`src/rtl/fp_normalize_pipe_pkg.sv`:
```
// Shared FP definitions: format codes, field-length macros, op codes, flag bit positions.
// The macros are global to the compilation unit, so this file is compiled first.
`ifndef FP_DEFS_SVH
`define FP_DEFS_SVH
`define FP16 0
`define FP32 1
`define FP64 2
`define ADD 1'b0
`define SUB 1'b1
`define GET_EXP_LEN(fmt)      ((fmt) == `FP64 ? 11 : ((fmt) == `FP16 ? 5 : 8))
`define GET_MANTISSA_LEN(fmt) ((fmt) == `FP64 ? 52 : ((fmt) == `FP16 ? 10 : 23))
`define GET_PROTECT_LEN(fmt)  3
`endif

package fp_normalize_pipe_pkg;
    localparam int FLAG_W         = 3;
    localparam int FLAG_OVERFLOW  = 2;
    localparam int FLAG_UNDERFLOW = 1;
    localparam int FLAG_ZERO      = 0;

    typedef logic [FLAG_W-1:0] flags_t;
endpackage

```
`src/rtl/fp_normalize_pipe_if.sv`:
```
// Valid/ready bundle between a mantissa adder (master) and the normaliser (slave).
interface fp_normalize_pipe_if #(
    parameter int data_format = `FP32
);
    localparam int E = `GET_EXP_LEN(data_format);
    localparam int W = `GET_MANTISSA_LEN(data_format) + `GET_PROTECT_LEN(data_format) + 1;

    logic         in_valid;
    logic         in_ready;
    logic [E-1:0] exp;
    logic [W:0]   cal_result;
    logic         effective_op;
    logic         out_valid;
    logic         out_ready;
    logic [W-1:0] mant;
    logic [E-1:0] standardizing_exp;
    logic [2:0]   flags;

    modport master (
        output in_valid, exp, cal_result, effective_op, out_ready,
        input  in_ready, out_valid, mant, standardizing_exp, flags
    );

    modport slave (
        input  in_valid, exp, cal_result, effective_op, out_ready,
        output in_ready, out_valid, mant, standardizing_exp, flags
    );
endinterface

```
`src/rtl/fp_normalize_pipe_lzc.sv`:
```
// Combinational leading-zero counter; an all-zero input reports WIDTH.
module fp_lzc #(
    parameter int WIDTH = 27
) (
    input  logic [WIDTH-1:0]         din,
    output logic [$clog2(WIDTH+1)-1:0] cnt
);
    localparam int CW = $clog2(WIDTH + 1);

    // Scanning upward lets the highest set bit win.
    always_comb begin
        cnt = CW'(WIDTH);
        for (int i = 0; i < WIDTH; i++) begin
            if (din[i]) cnt = CW'(WIDTH - 1 - i);
        end
    end
endmodule

```
`src/rtl/fp_normalize_pipe.sv`:
```
// Two-stage FP mantissa/exponent normaliser: S1 registers inputs + LZC, S2 registers result.
// Latency 2 cycles; each stage loads when empty or draining, so out_ready low stalls back to in_ready.
module fp_normalize_pipe
    import fp_normalize_pipe_pkg::*;
#(
    parameter int data_format = `FP32,
    parameter int STICKY_EN   = 1
) (
    input  logic               clk,
    input  logic               rst,
    fp_normalize_pipe_if.slave bus
);
    localparam int E  = `GET_EXP_LEN(data_format);
    localparam int W  = `GET_MANTISSA_LEN(data_format) + `GET_PROTECT_LEN(data_format) + 1;
    localparam int LW = $clog2(W + 1);
    localparam int SW = ((E > LW) ? E : LW) + 1;

    logic          s1_valid;
    logic [E-1:0]  s1_exp;
    logic [W:0]    s1_cal;
    logic          s1_op;
    logic [LW-1:0] s1_lzc;
    logic          s1_moves;
    logic [LW-1:0] lzc;

    logic          s2_valid;
    logic [W-1:0]  s2_mant;
    logic [E-1:0]  s2_exp;
    flags_t        s2_flags;

    logic [W-1:0]  nxt_mant;
    logic [E-1:0]  nxt_exp;
    flags_t        nxt_flags;
    logic [E-1:0]  exp_inc;
    logic [SW-1:0] shift;

    assign s1_moves     = !s2_valid || bus.out_ready;
    assign bus.in_ready = !s1_valid || s1_moves;

    fp_lzc #(.WIDTH(W)) u_lzc (
        .din (bus.cal_result[W-1:0]),
        .cnt (lzc)
    );

    always_comb begin
        nxt_mant  = s1_cal[W-1:0];
        nxt_exp   = s1_exp;
        nxt_flags = '0;
        exp_inc   = s1_exp + E'(1);
        shift     = '0;
        if (s1_cal == '0) begin
            nxt_mant             = '0;
            nxt_exp              = '0;
            nxt_flags[FLAG_ZERO] = 1'b1;
        end else if (s1_cal[W]) begin
            nxt_exp = exp_inc;
            if (&exp_inc) begin
                nxt_mant                 = '0;
                nxt_flags[FLAG_OVERFLOW] = 1'b1;
            end else begin
                nxt_mant    = s1_cal[W:1];
                nxt_mant[0] = s1_cal[1] | ((STICKY_EN != 0) & s1_cal[0]);
            end
        end else if (s1_op == `SUB && !s1_cal[W-1] && s1_exp != '0) begin
            // Shift is capped at exp-1 so a result that cannot normalise lands as subnormal.
            if (SW'(s1_lzc) < SW'(s1_exp)) begin
                shift   = SW'(s1_lzc);
                nxt_exp = s1_exp - E'(s1_lzc);
            end else begin
                shift                     = SW'(s1_exp) - SW'(1);
                nxt_exp                   = '0;
                nxt_flags[FLAG_UNDERFLOW] = 1'b1;
            end
            nxt_mant = s1_cal[W-1:0] << shift;
        end else if (s1_op == `ADD && s1_exp == '0 && s1_cal[W-1]) begin
            nxt_exp = E'(1);
        end
    end

    always_ff @(posedge clk) begin
        if (rst) begin
            s1_valid <= 1'b0;
            s1_exp   <= '0;
            s1_cal   <= '0;
            s1_op    <= 1'b0;
            s1_lzc   <= '0;
            s2_valid <= 1'b0;
            s2_mant  <= '0;
            s2_exp   <= '0;
            s2_flags <= '0;
        end else begin
            if (bus.in_ready) begin
                s1_valid <= bus.in_valid;
                if (bus.in_valid) begin
                    s1_exp <= bus.exp;
                    s1_cal <= bus.cal_result;
                    s1_op  <= bus.effective_op;
                    s1_lzc <= lzc;
                end
            end
            if (s1_moves) begin
                s2_valid <= s1_valid;
                if (s1_valid) begin
                    s2_mant  <= nxt_mant;
                    s2_exp   <= nxt_exp;
                    s2_flags <= nxt_flags;
                end
            end
        end
    end

    assign bus.out_valid         = s2_valid;
    assign bus.mant              = s2_mant;
    assign bus.standardizing_exp = s2_exp;
    assign bus.flags             = s2_flags;
endmodule

```
`src/flat_wrapper.sv`:
```
// flat-port wrapper written by rule: the top's interface ports become plain ports
module fp_normalize_pipe_flat import fp_normalize_pipe_pkg::*;
#(
    parameter int data_format = `FP32,
    parameter int STICKY_EN   = 1
)
  (clk, rst, bus_in_valid, bus_exp, bus_cal_result, bus_effective_op, bus_out_ready, bus_in_ready, bus_out_valid, bus_mant, bus_standardizing_exp, bus_flags);
  fp_normalize_pipe_if #(.data_format(data_format)) bus_i ();
  input  logic clk;
  input  logic rst;
  input wire logic [$bits(bus_i.in_valid)-1:0] bus_in_valid;
  input wire logic [$bits(bus_i.exp)-1:0] bus_exp;
  input wire logic [$bits(bus_i.cal_result)-1:0] bus_cal_result;
  input wire logic [$bits(bus_i.effective_op)-1:0] bus_effective_op;
  input wire logic [$bits(bus_i.out_ready)-1:0] bus_out_ready;
  output wire logic [$bits(bus_i.in_ready)-1:0] bus_in_ready;
  output wire logic [$bits(bus_i.out_valid)-1:0] bus_out_valid;
  output wire logic [$bits(bus_i.mant)-1:0] bus_mant;
  output wire logic [$bits(bus_i.standardizing_exp)-1:0] bus_standardizing_exp;
  output wire logic [$bits(bus_i.flags)-1:0] bus_flags;
  assign bus_i.in_valid = bus_in_valid;
  assign bus_i.exp = bus_exp;
  assign bus_i.cal_result = bus_cal_result;
  assign bus_i.effective_op = bus_effective_op;
  assign bus_i.out_ready = bus_out_ready;
  assign bus_in_ready = bus_i.in_ready;
  assign bus_out_valid = bus_i.out_valid;
  assign bus_mant = bus_i.mant;
  assign bus_standardizing_exp = bus_i.standardizing_exp;
  assign bus_flags = bus_i.flags;
  fp_normalize_pipe #(.data_format(data_format), .STICKY_EN(STICKY_EN)) u_core (.clk(clk), .rst(rst), .bus(bus_i));
endmodule
```
`config.mk`:
```
export PLATFORM = sky130hd
export DESIGN_NAME = fp_normalize_pipe_flat
export DESIGN_NICKNAME = d
export VERILOG_FILES = /design/src/rtl/fp_normalize_pipe_pkg.sv /design/src/rtl/fp_normalize_pipe_if.sv /design/src/rtl/fp_normalize_pipe_lzc.sv /design/src/rtl/fp_normalize_pipe.sv /design/src/flat_wrapper.sv
export SDC_FILE = /design/constraint.sdc
export NUM_CORES = 1
export LEC_CHECK = 0
export ABC_AREA = 0
export CORE_ASPECT_RATIO = 2
export CORE_MARGIN = 2
export CORE_UTILIZATION = 57
export CTS_CLUSTER_DIAMETER = 200
export DETAILED_ROUTE_END_ITERATION = 10
export GPL_TIMING_DRIVEN = 1
export HOLD_SLACK_MARGIN = 0.08
export PLACE_DENSITY = 0.82
export SLEW_MARGIN = 20
export SYNTH_ARGS = -nofsm -noshare
export SYNTH_HDL_FRONTEND = slang
export SYNTH_SLANG_ARGS = --single-unit
```
`constraint.sdc`:
```
create_clock -name clk -period 3.7 [get_ports clk]
set_input_delay 0.925 -clock clk [delete_from_list [all_inputs] [get_ports clk]]
set_output_delay 0.925 -clock clk [all_outputs]
set_load 0.01 [all_outputs]
```
Word level (Yosys, flattened, before mapping) --
Cells that the tools add are included.
Word-level totals: bits in writable memories 0, memories 0, output and inout port bits 40, word-level logic and storage cells 78, bits in read-only memories 0, input bits 41, bits in registers 82, latch bits 0
Cells by class: bitwise logic cells 2, muxes and demuxes 47, equality and inequality tests 0, divide/modulo/power cells 0, magnitude comparators 1, add/subtract/negate cells 3, shift operators 1, reduce and logical (&&, ||, !) cells 15, multipliers 0
Operator list (count):
- $mux W5 | 26
- $mux W27 | 4
- $mux W8 | 5
- $mux W9 | 4
- $logic_not A28 Y1 | 1
- $shl A27 B9 Y27 | 1
- $sub A8 B1 Y9 const B | 1
- $add A8 B1 Y8 const B | 1
- $logic_not A8 Y1 | 1
- $lt A5 B8 Y1 | 1
- $reduce_and A8 Y1 | 1
- $reduce_bool A8 Y1 | 1
- $sub A8 B5 Y8 | 1
- $mux W1 | 7
- $logic_and A1 B1 Y1 | 4
- $reduce_and A2 Y1 | 2
- $logic_not A1 Y1 | 3
- $logic_or A1 B1 Y1 | 2
- $mux W2 | 1
- $not A1 Y1 | 1
- $or A1 B1 Y1 | 1

Longest topological paths before layout --
Gate-level depths: netlist of the first run.
depth in word-level cells 27, depth in mapped cells 17, gate-level depth less buffers 13

Hierarchy --
A second synthesis of the first run with hierarchy kept.
Second synthesis, totals: cells, all modules 833, area total of the unflattened synthesis 6125.9 um2
Modules (own cells, without submodules):
- fp_normalize_pipe | area each 5848.1 um2, times used 1, cells an instance 782
- fp_lzc | area each 277.8 um2, times used 1, cells an instance 51

Worst setup path after synthesis of the first run --
Ideal clock, no wire load.
kind register to register, start point register u_core.s1_exp[0], end point register u_core.s2_mant[17] (netlist: u_core.bus.mant[17]), arrival time 3.245 ns, required time 3.565 ns, period minus slack after synthesis 3.380 ns, path buffers 3, stages on the path, launching flop included 17, setup slack 0.320 ns, library setup time 0.135 ns, cell sequence dfxtp_1 -> clkinv_1 -> ha_1 -> inv_1 -> fa_1 -> a211o_1 -> a21bo_2 -> buf_2 -> a21o_1 -> and2_1 -> buf_4 -> buf_2 -> a211oi_1 -> nor3_1 -> or3_1 -> o211ai_1 -> a32oi_1
Between the ends: word-level cells in the longest chain between the ends 9, elaborated cells on any way between the ends 15, those cells by class 2 x add/sub; 1 x order compare; 1 x shift; 8 x mux; 3 x reduce/logical
RTL lines:
- start, declared | line fp_normalize_pipe.sv:19 | logic [E-1:0] s1_exp;
- start signal, assigned | line fp_normalize_pipe.sv:95 | s1_exp <= bus.exp;
- $sub A8 B1 Y9 / $lt A5 B8 Y1 (equally long branches) | line fp_normalize_pipe.sv:70, fp_normalize_pipe.sv:66
- $mux W9 | line fp_normalize_pipe.sv:66 | if (SW'(s1_lzc) < SW'(s1_exp)) begin
- $mux W9 | line fp_normalize_pipe.sv:64 | end else if (s1_op == `SUB && !s1_cal[W-1] && s1_exp != '0) begin
- $mux W9 | line fp_normalize_pipe.sv:55 | end else if (s1_cal[W]) begin
- $mux W9 | line fp_normalize_pipe.sv:51 | if (s1_cal == '0) begin
- $shl A27 B9 Y27 | line fp_normalize_pipe.sv:74 | nxt_mant = s1_cal[W-1:0] << shift;
- $mux W27 | line fp_normalize_pipe.sv:64
- $mux W27 (*) | line fp_normalize_pipe.sv:55
- $mux W27 (*) | line fp_normalize_pipe.sv:51
- end signal, assigned | line fp_normalize_pipe.sv:104 | s2_mant <= nxt_mant;
- end, declared | line fp_normalize_pipe.sv:27 | logic [W-1:0] s2_mant;
Every way passes the cells marked *; elsewhere a longest branch is shown, timed or not. The select of a mux whose other input is x is not followed. A chain may end at the register's enable or synchronous reset.

Worst setup path after layout of the first run --
start point register u_core.s1_exp[0], end point register u_core.s2_mant[21] (netlist: u_core.bus.mant[21])
The elaborated chain is that of the path after synthesis.

==> metrics, run 1 <==
Clk pwr share=0.277; routed wire length=24900 um; Sw Pwr=1.27 mW; vias in the first global route=7104; Die Area=0.0117 mm2; maximum level of the CTS H-tree=3; Vias=7481; Syn Nets=904; clock-pin slew on the worst setup and hold paths=70 ps; status=completed; area delta synth->final=24.3%; Mapped Avg Cell Area=7.20 um2; Core ar.=0.0105 mm2; internal power=1.96 mW; Main synth FF type=dfxtp_1; Iteration-0 DRC Markers=803; via density per instance=6.99; drt wl/cell=23.2 um; DP HPWL=18400 um; ys async rst share=0; hold buffer count at cts=0; I/O Pins=81; Max Slew Vio Count=0; PwrDens=422 mW/mm2; Synthesis Warnings=0; max cap viols=0; R2R cell count=14; Worst Hold Class=flip-flop to flip-flop; Routed Antenna Nets=0; Final Hold Viols=0; hold path cells=2; DIE HEIGHT=151 um; ANT cells=0; CP Capture Type=flip-flop; CP startpoint kind=flip-flop; final worst-path cycle share=0.976; Setup Crit Path Kind=flip-flop to flip-flop; clk_skew=11.4 ps; Final GP Congestion=1.12; Util after Layout=0.725; combinational power share=0.411; Tot GR Track Use=0.429; Final #Nets=979; flops & latches, synth=82; worst slew pin tran=741 ps; Worst-Skew Late Latency=350 ps; global-route wire length before repair=38400 um; Max VDD drop=361 uV; CTS tree=yes; post-synthesis sequential area ratio=0.267; Congestion Overflow GR=0; fill cell count=843; fmax=277 MHz; critical path peak fanout=40; synth unique cells=76; arrival time at the worst endpoint=3830 ps; Switching Fraction=0.392; clk sinks=82; Rel. slew slack=0.502; post-route setup slack=87.5 ps; Yosys top cell by area=dfxtp_1; row cnt=53; final std cells w/o fill=1071; pin count of the biggest net entering global routing=43; DRT Pass-1 Iters=8; clk root buf=clkbuf_16; final setup fails=0; initial antenna violation count=0; Syn Std Cell Area=0.00615 mm2; TritonCTS Buffers=9; Post-synth EDFFs=0; post-layout min period=3610 ps; I/O Buffers=80; width of the die=77.5 um; Synth area leaders=dfxtp_1, nand2_1, a21oi_1; CP required=3920 ps; Flop pwr share=0.311; Placed Cells=1054; top cell type's share of synthesized area=0.267; leakage=2.71 nW; initial core utilization=0.583; Synth Instances=854; drc violations=0; Max Root-Sink Buffers=2; post-place setup slack=-283 ps; share of cells above drive strength 1=0.126
synthesized netlist by cell type (6+ instances only):
master / count
a211oi_1: 30
a21oi_1: 69
a221o_1: 10
a221oi_1: 20
a22oi_1: 17
a31oi_1: 6
a32oi_1: 6
buf_2: 12
buf_6: 7
clkbuf_1: 53
dfxtp_1: 82
ha_1: 8
inv_1: 18
nand2_1: 154
nand2b_1: 12
nand3_1: 19
nor2_1: 56
nor2b_1: 6
nor3_1: 30
nor4_1: 17
o211ai_1: 14
o21a_1: 7
o21ai_0: 47
o21ai_1: 11
o31ai_1: 7
or3_1: 6
xnor2_1: 6
worst max-delay path, stage by stage (launching register included):
cell and delay [ps]:
dfxtp_1 310, clkinv_1 70, ha_1 170, inv_1 60, fa_1 390, a211o_1 340, a21bo_4 280, and3_4 200
or2_1 270, buf_12 190, a22o_1 340, a221oi_4 360, a21oi_1 140, a211oi_2 260, o22ai_1 100
power by group through the flow:
stage	registers, mW	clock network [mW]	logic (mW)
floorplan	0.978	0	0.791
global placement	1.02	0	1.21
detailed placement	1.02	0	1.22
CTS	0.997	0.900	1.23
global route	1.00	0.928	1.41
finish	1.01	0.896	1.33
final cells by class:
cell class / instances / area [um2] / share of cell area
multi-input combinational: 674 / 4160 / 0.544
clock buffer: 12 / 267 / 0.0349
timing repair buffer: 142 / 1300 / 0.170
inverter: 20 / 75.1 / 0.00982
tap: 137 / 171 / 0.0224
sequential: 82 / 1640 / 0.215
clock inverter: 4 / 33.8 / 0.00442
per-stage QoR:
stage          cell area [um2]  power, mW  hold slack (ps)  setup TNS, ps
6_report                  7650       3.23              446              0
5_1_grt                   7650       3.34              466           -145
4_1_cts                   7570       3.13              449              0
3_5_place_dp              7250       2.24              439           -359
3_3_place_gp              7250       2.22              435           -223
2_1_floorplan             6150       1.77              449              0
flip-flops by register name, summed over array words and instances (netlist names):
register                      cells
u_core.s1_exp                     8
u_core.bus.mant                  27
u_core.s1_valid                   1
u_core.s1_op                      1
u_core.s1_lzc                     5
u_core.bus.out_valid              1
u_core.s1_cal                    28
u_core.bus.flags                  3
u_core.bus.standardizing_exp      8
path summary, 6_finish.rpt:
kind	startpoint	endpoint	slack (ps)
max reg2reg	u_core.s1_exp[0]	u_core.bus.mant[21]	90
min reg2reg	u_core.bus.mant[6]	u_core.bus.mant[6]	450
min	u_core.bus.mant[6]	u_core.bus.mant[6]	450
max	u_core.s1_exp[0]	u_core.bus.mant[21]	90
per-layer routing:
| metal | routed length [um] | up-vias | track usage |
|---|---|---|---|
| li1 | - | 3346 | - |
| met1 | 7890 | 3392 | 0.435 |
| met2 | 12400 | 545 | 0.752 |
| met3 | 2140 | 198 | 0.0888 |
| met4 | 2430 | 0 | 0.350 |
| met5 | 0 | - | 0 |
cells in the final DEF, fill, tap and decap left out, drive strengths merged, types with 6 or more instances in the layout:
master / netlist / final
o21a: 7 / 7
o31ai: 7 / 7
o311ai: 6 / 6
nor2b: 6 / 6
a22oi: 18 / 18
a32oi: 6 / 6
a221o: 10 / 10
ha: 8 / 8
nand3: 19 / 19
buf: 25 / 63
xnor2: 6 / 6
o21ai: 58 / 58
clkbuf: 53 / 12
a21oi: 69 / 69
a211oi: 33 / 33
o21bai: 6 / 6
a31oi: 6 / 6
clkdlybuf4s50: 0 / 79
nor2: 57 / 57
nor4: 17 / 17
a221oi: 26 / 26
nor3: 31 / 31
nand2b: 12 / 12
nand2: 154 / 154
a21boi: 6 / 6
or3: 7 / 7
dfxtp: 82 / 82
inv: 18 / 19
o211ai: 14 / 14
repair_timing:
action	in CTS	in global routing
endpoints found under the hold margin	0	0
endpoints found under the setup margin	2	20
gates resized for setup	3	18
setup buffers	0	1
pin swaps	0	2
cells by family after synthesis:
family                     share of synthesized area
AOI/OAI and AO/OA                              0.360
adders and majority gates                     0.0195
buffers and inverters                         0.0720
muxes                                         0.0118
DFF                                            0.267
xor gates and xnor gates                      0.0128
and+or+nand+nor                                0.257
No activity file was read; power rests on OpenSTA's default activity.
==> inputs of run 2 (changes only) <==
--- a/config.mk
+++ b/config.mk
@@ -6,8 +6,8 @@
 export NUM_CORES = 1
 export LEC_CHECK = 0
 export ABC_AREA = 0
+export ABC_CLOCK_PERIOD_IN_PS = 3700
 export CORE_ASPECT_RATIO = 2
-export CORE_MARGIN = 2
 export CORE_UTILIZATION = 57
 export CTS_CLUSTER_DIAMETER = 200
 export DETAILED_ROUTE_END_ITERATION = 10
==> constraint.sdc (replaced) <==
create_clock -name clk -period 3.7 [get_ports clk]
set_input_delay 0.925 -clock clk [delete_from_list [all_inputs] [get_ports clk]]
set_output_delay 0.925 -clock clk [all_outputs]
set_load 0.005 [all_outputs]
==> run 2 against run 1 <==
Against the previous run: sequential share of layout area is 0.092 points higher; power increased by 0.80%; sequential power about the same; combinational power about the same; largest cell class unchanged; largest power group unchanged; highest routed layer unchanged.
==> metrics, run 2 (synthesized netlist as in run 1, its figures left out) <==
I/O Buffers=80 (unchanged); final worst-path cycle share=0.977 (was 0.976); Routed Antenna Nets=0 (unchanged); CP Capture Type=flip-flop (unchanged); Max VDD drop=401 uV (was 361 uV); FF+latch area=0.00164 mm2 (unchanged); max cap viols=0 (unchanged); worst slew pin tran=1100 ps (was 741 ps); Max Root-Sink Buffers=2 (unchanged); fmax=277 MHz (about the same); Die Area=0.0112 mm2 (was 0.0117 mm2); CP required=3960 ps (was 3920 ps); post-layout min period=3620 ps (was 3610 ps); Biggest register=u_core.s1_cal (unchanged); GR Util met3=0.193 (was 0.0888); initial core utilization=0.587 (was 0.583); final setup fails=0 (unchanged); drt wl/cell=23.9 um (was 23.2 um); Max Slew Vio Count=0 (unchanged); pin count of the biggest net entering global routing=60 (was 43); Setup Crit Path Kind=flip-flop to flip-flop (unchanged); area delta synth->final=23.8% (was 24.3%); PwrDens=428 mW/mm2 (was 422 mW/mm2); max FFs per register=28 (unchanged); CP startpoint kind=flip-flop (unchanged); Post-CTS Setup Bufs=0 (unchanged); Overall Power=3.26 mW (was 3.23 mW); arrival time at the worst endpoint=3880 ps (was 3830 ps); row cnt=53 (unchanged); Final GP Congestion=1.08 (was 1.12); met1 Track Usage GR=0.485 (was 0.435); clock-pin slew on the worst setup and hold paths=60 ps (was 70 ps); ANT cells=0 (unchanged); CTS tree=yes (unchanged); leakage=2.71 nW (about the same); multi-input logic area=0.00412 mm2 (was 0.00416 mm2); critical path peak fanout=12 (was 40); status=completed (unchanged); Vias=7484 (was 7481); share of cells above drive strength 1=0.124 (was 0.126); clk root buf=clkbuf_16 (unchanged); Worst-Skew Late Latency=350 ps (about the same); Final Hold Viols=0 (unchanged); Global Route met2 Usage=0.740 (was 0.752); Congestion Overflow GR=0 (unchanged); global-route wire length before repair=39600 um (was 38400 um); width of the die=75.5 um (was 77.5 um); Rel. slew slack=0.258 (was 0.502); Util after Layout=0.727 (was 0.725); initial antenna violation count=0 (unchanged); DP HPWL=18400 um (about the same); clk_skew=5.62 ps (was 11.4 ps); hold path cells=2 (unchanged); DRT Pass-1 Iters=8 (unchanged); clk sinks=82 (unchanged); routed wire length=25600 um (was 24900 um); most common cell after layout, fill and taps aside=nand2_1 (unchanged); vias in the first global route=7157 (was 7104); maximum level of the CTS H-tree=3 (unchanged); Fin Setup TNS=0 ps (unchanged); Final #Nets=981 (was 979); Worst Hold Class=flip-flop to flip-flop (unchanged); Iteration-0 DRC Markers=1023 (was 803); TritonCTS Buffers=9 (unchanged); fill cell count=899 (was 843); via density per instance=6.98 (was 6.99); Tot GR Track Use=0.482 (was 0.429); GR peak layer=met2 (unchanged); most frequent cells in the layout=nand2_1, dfxtp_1, clkdlybuf4s50_1 (unchanged); Core ar.=0.0105 mm2 (about the same); R2R cell count=14 (unchanged); drc violations=0 (unchanged); DIE HEIGHT=149 um (was 151 um); I/O Pins=81 (unchanged)
## run 2: changes by cell type in the layout (fill, tap and decap cells not counted), sizes merged
| cell | previous run | this run |
|---|---|---|
| clkbuf | 12 | 10 |
| buf | 63 | 65 |
| bufinv | 0 | 1 |
## run 2: final timing paths
check	from	endpoint	slack [ps]
worst min register to register	u_core.bus.mant[11]	u_core.bus.mant[11]	450
worst max register to register	u_core.s1_exp[0]	u_core.bus.mant[12]	80
worst max-delay path	u_core.s1_exp[0]	u_core.bus.mant[12]	80
worst min-delay path	u_core.bus.mant[11]	u_core.bus.mant[11]	450
## run 2: layout make-up
cell class / instances / area share
clock buffers: 10 / 0.0314
flip-flops and latches: 82 / 0.216
clock inverters: 5 / 0.00838
inverters: 20 / 0.00986
well taps: 137 / 0.0225
multi-input cells: 674 / 0.541
repair buffers: 144 / 0.171
## run 2: routing by layer
layer,up-vias,part of all wire
met5,-,0
met4,0,0.12
met3,221,0.11
met2,503,0.46
met1,3426,0.31
li1,3334,-
## run 2: what timing repair did
item | 4_1_cts | 5_1_grt
gates resized for setup | 0 | 14
hold buffers | 0 | 0
setup endpoints to repair | 0 | 23
## run 2: through the flow
stage | area, um2 | setup WS, ps | hold WS [ps] | cells
floorplan | 6150 | 320 | 443 | 854
global placement | 7270 | 93.7 | 433 | 1057
detailed placement | 7270 | 30.6 | 444 | 1057
CTS | 7570 | 20.4 | 454 | 1072
global route | 7610 | -52.2 | 479 | 1072
finish | 7610 | 84.0 | 450 | 1072
## run 2: power by group
part           total (mW)  switching, mW  internal [mW]
Sequential           1.00         0.0796          0.924
Clock               0.924          0.382          0.542
Combinational        1.33          0.801          0.527
## run 2: critical path, cell delays in order, from the launching register on
cell	delay, ps
dfxtp_1	310
clkinv_1	60
ha_1	180
inv_1	80
fa_2	360
a211o_1	360
a21bo_4	280
a21o_1	210
and2_2	290
o211ai_1	670
nand2_1	100
o21ai_0	140
o211ai_1	140
buf_4	180
a22oi_1	170
==> inputs of run 3 (changes only) <==
--- a/config.mk
+++ b/config.mk
@@ -8,12 +8,11 @@
 export ABC_AREA = 0
 export ABC_CLOCK_PERIOD_IN_PS = 3700
 export CORE_ASPECT_RATIO = 2
-export CORE_UTILIZATION = 57
+export CORE_UTILIZATION = 35
 export CTS_CLUSTER_DIAMETER = 200
 export DETAILED_ROUTE_END_ITERATION = 10
 export GPL_TIMING_DRIVEN = 1
 export HOLD_SLACK_MARGIN = 0.08
-export PLACE_DENSITY = 0.82
 export SLEW_MARGIN = 20
 export SYNTH_ARGS = -nofsm -noshare
 export SYNTH_HDL_FRONTEND = slang
==> run 3 against run 2 <==
Against the previous run: critical path type unchanged; first-iteration DRC count shrank 59%; via count shrank 3.1%; cell count grew 7.1%; power shrank 1.3%; register-to-register slack is essentially flat; sequential power is essentially flat; clock skew is essentially flat; maximum frequency shrank 0.30%; global-route usage shrank 18 points; clock-buffer cell count shrank 1; critical path depth is the same.
==> metrics, run 3 (synthesized netlist as in run 1, its figures left out) <==
Biggest register=u_core.s1_cal (unchanged); row cnt=68 (was 53); worst slew pin tran=866 ps (was 1100 ps); Routed Antenna Nets=0 (unchanged); area delta synth->final=25.7% (was 23.8%); CP startpoint kind=flip-flop (unchanged); I/O Pins=81 (unchanged); clk_skew=5.92 ps (was 5.62 ps); drc violations=0 (unchanged); via density per instance=6.32 (was 6.98); Cell Chain, Critical Path=clkinv_1 -> ha_1 -> inv_1 -> fa_1 -> a211o_1 -> a21bo_4 -> and3_4 -> or2_1 -> buf_12 -> a22o_2 -> a221oi_4 -> a21oi_1 -> a211oi_2 -> o22ai_1 (was clkinv_1 -> ha_1 -> inv_1 -> fa_2 -> a211o_1 -> a21bo_4 -> a21o_1 -> and2_2 -> o211ai_1 -> nand2_1 -> o21ai_0 -> o211ai_1 -> buf_4 -> a22oi_1); CP required=3920 ps (was 3960 ps); largest stage delay on the critical path=390 ps (was 670 ps); drt wl/cell=23.0 um (was 23.9 um); Util after Layout=0.450 (was 0.727); critical path peak fanout=41 (was 12); Final GP Congestion=0.979 (was 1.08); post-layout min period=3630 ps (was 3620 ps); clock-pin slew on the worst setup and hold paths=70 ps (was 60 ps); most frequent cells in the layout=nand2_1, dfxtp_1, clkdlybuf4s50_1 (unchanged); CP Capture Type=flip-flop (unchanged); Final #Nets=983 (was 981); width of the die=95.7 um (was 75.5 um); Worst-Skew Late Latency=360 ps (was 350 ps); Core ar.=0.0172 mm2 (was 0.0105 mm2); ANT cells=0 (unchanged); PwrDens=416 mW/mm2 (was 428 mW/mm2); DRT Pass-1 Iters=5 (was 8); TritonCTS Buffers=9 (unchanged); CP bufs+invs=3 (unchanged); I/O Buffers=80 (unchanged); clk root buf=clkbuf_16 (unchanged); leakage=2.72 nW (was 2.71 nW); fill cell count=1822 (was 899); global-route wire length before repair=40600 um (was 39600 um); Congestion Overflow GR=0 (unchanged); max cap viols=0 (unchanged); initial core utilization=0.358 (was 0.587); clk sinks=82 (unchanged); Max Root-Sink Buffers=2 (unchanged); CP max stage cell=a221oi_4 (was o211ai_1); maximum level of the CTS H-tree=3 (unchanged); Die Area=0.0181 mm2 (was 0.0112 mm2); DIE HEIGHT=189 um (was 149 um); initial antenna violation count=0 (unchanged); final worst-path cycle share=0.980 (was 0.977); Tot GR Track Use=0.305 (was 0.482); routed wire length=26400 um (was 25600 um); CTS tree=yes (unchanged); Iteration-0 DRC Markers=418 (was 1023); status=completed (unchanged); max FFs per register=28 (unchanged); DP HPWL=19900 um (was 18400 um); most common cell after layout, fill and taps aside=nand2_1 (unchanged); Max Slew Vio Count=0 (unchanged); final setup fails=0 (unchanged); vias in the first global route=7111 (was 7157); pin count of the biggest net entering global routing=59 (was 60); Setup Crit Path Kind=flip-flop to flip-flop (unchanged); Max VDD drop=214 uV (was 401 uV); Worst Hold Class=flip-flop to flip-flop (unchanged); Final Hold Viols=0 (unchanged); Vias=7254 (was 7484); Crit path max-delay family=compound AO/OA/AOI/OAI gates (unchanged); share of cells above drive strength 1=0.125 (was 0.124); RSZ-0062 raised after global routing=true; fmax=276 MHz (was 277 MHz); hold slack=450 ps (about the same); Rel. slew slack=0.419 (was 0.258); arrival time at the worst endpoint=3850 ps (was 3880 ps)
==> run 3: area by class of cell <==
class	count	area, um2	area share
clock buffers	9	225	0.0291
clock inverters	7	61.3	0.00793
inverters	20	75.1	0.00971
multi-input cells	674	4120	0.533
flip-flops and latches	82	1640	0.212
well taps	210	263	0.0340
repair buffers	146	1340	0.174
==> run 3: repair_timing <==
action	CTS	global route
hold buffers	0	0
resized for setup	1	12
buffers inserted	0	0
setup endpoints to repair	1	8
==> run 3: through the flow <==
step | cells | total power [mW] | setup TNS, ps | setup WS, ps | instance area [um2]
2_1_floorplan | 854 | 1.76 | 0 | 320 | 6150
3_3_place_gp | 1132 | 2.28 | -1.95 | -1.95 | 7400
3_5_place_dp | 1132 | 2.27 | -34.9 | -34.9 | 7400
4_1_cts | 1148 | 3.17 | 0 | 41.7 | 7690
5_1_grt | 1148 | 3.36 | -20.6 | -20.6 | 7730
6_report | 1148 | 3.21 | 0 | 73.1 | 7730
==> run 3: power breakdown <==
part	internal, mW	switching, mW	total [mW]
sequential	0.923	0.0793	1.00
clock	0.467	0.431	0.898
combinational	0.526	0.787	1.31
==> run 3: routing by layer <==
metal | GRT usage | vias to the layer above | part of all wire | wire [um]
met1 | 0.300 | 3427 | 0.33 | 8780
met3 | 0.0582 | 143 | 0.056 | 1480
met2 | 0.525 | 350 | 0.51 | 13600
met4 | 0.265 | 0 | 0.098 | 2590
li1 | - | 3334 | - | -
met5 | 0 | - | 0 | 0
==> run 3: worst register-to-register path, delay by kind of cell, from the launching register on <==
kind	cells	cell delay (ps)
DFF	1	310
and+or+nand+nor	2	450
adders and majority gates	2	530
buffers and inverters	3	290
AOI/OAI and AO/OA	7	1890
==> run 3: final timing paths <==
| check | slack [ps] | depth (start not counted) | from | endpoint |
|---|---|---|---|---|
| worst min-delay path | 450 | 2 | u_core.bus.mant[23] | u_core.bus.mant[23] |
| worst max-delay path | 70 | 14 | u_core.s1_exp[0] | u_core.bus.mant[21] |
| worst max register to register | 70 | 14 | u_core.s1_exp[0] | u_core.bus.mant[21] |
| worst min register to register | 450 | 2 | u_core.bus.mant[23] | u_core.bus.mant[23] |
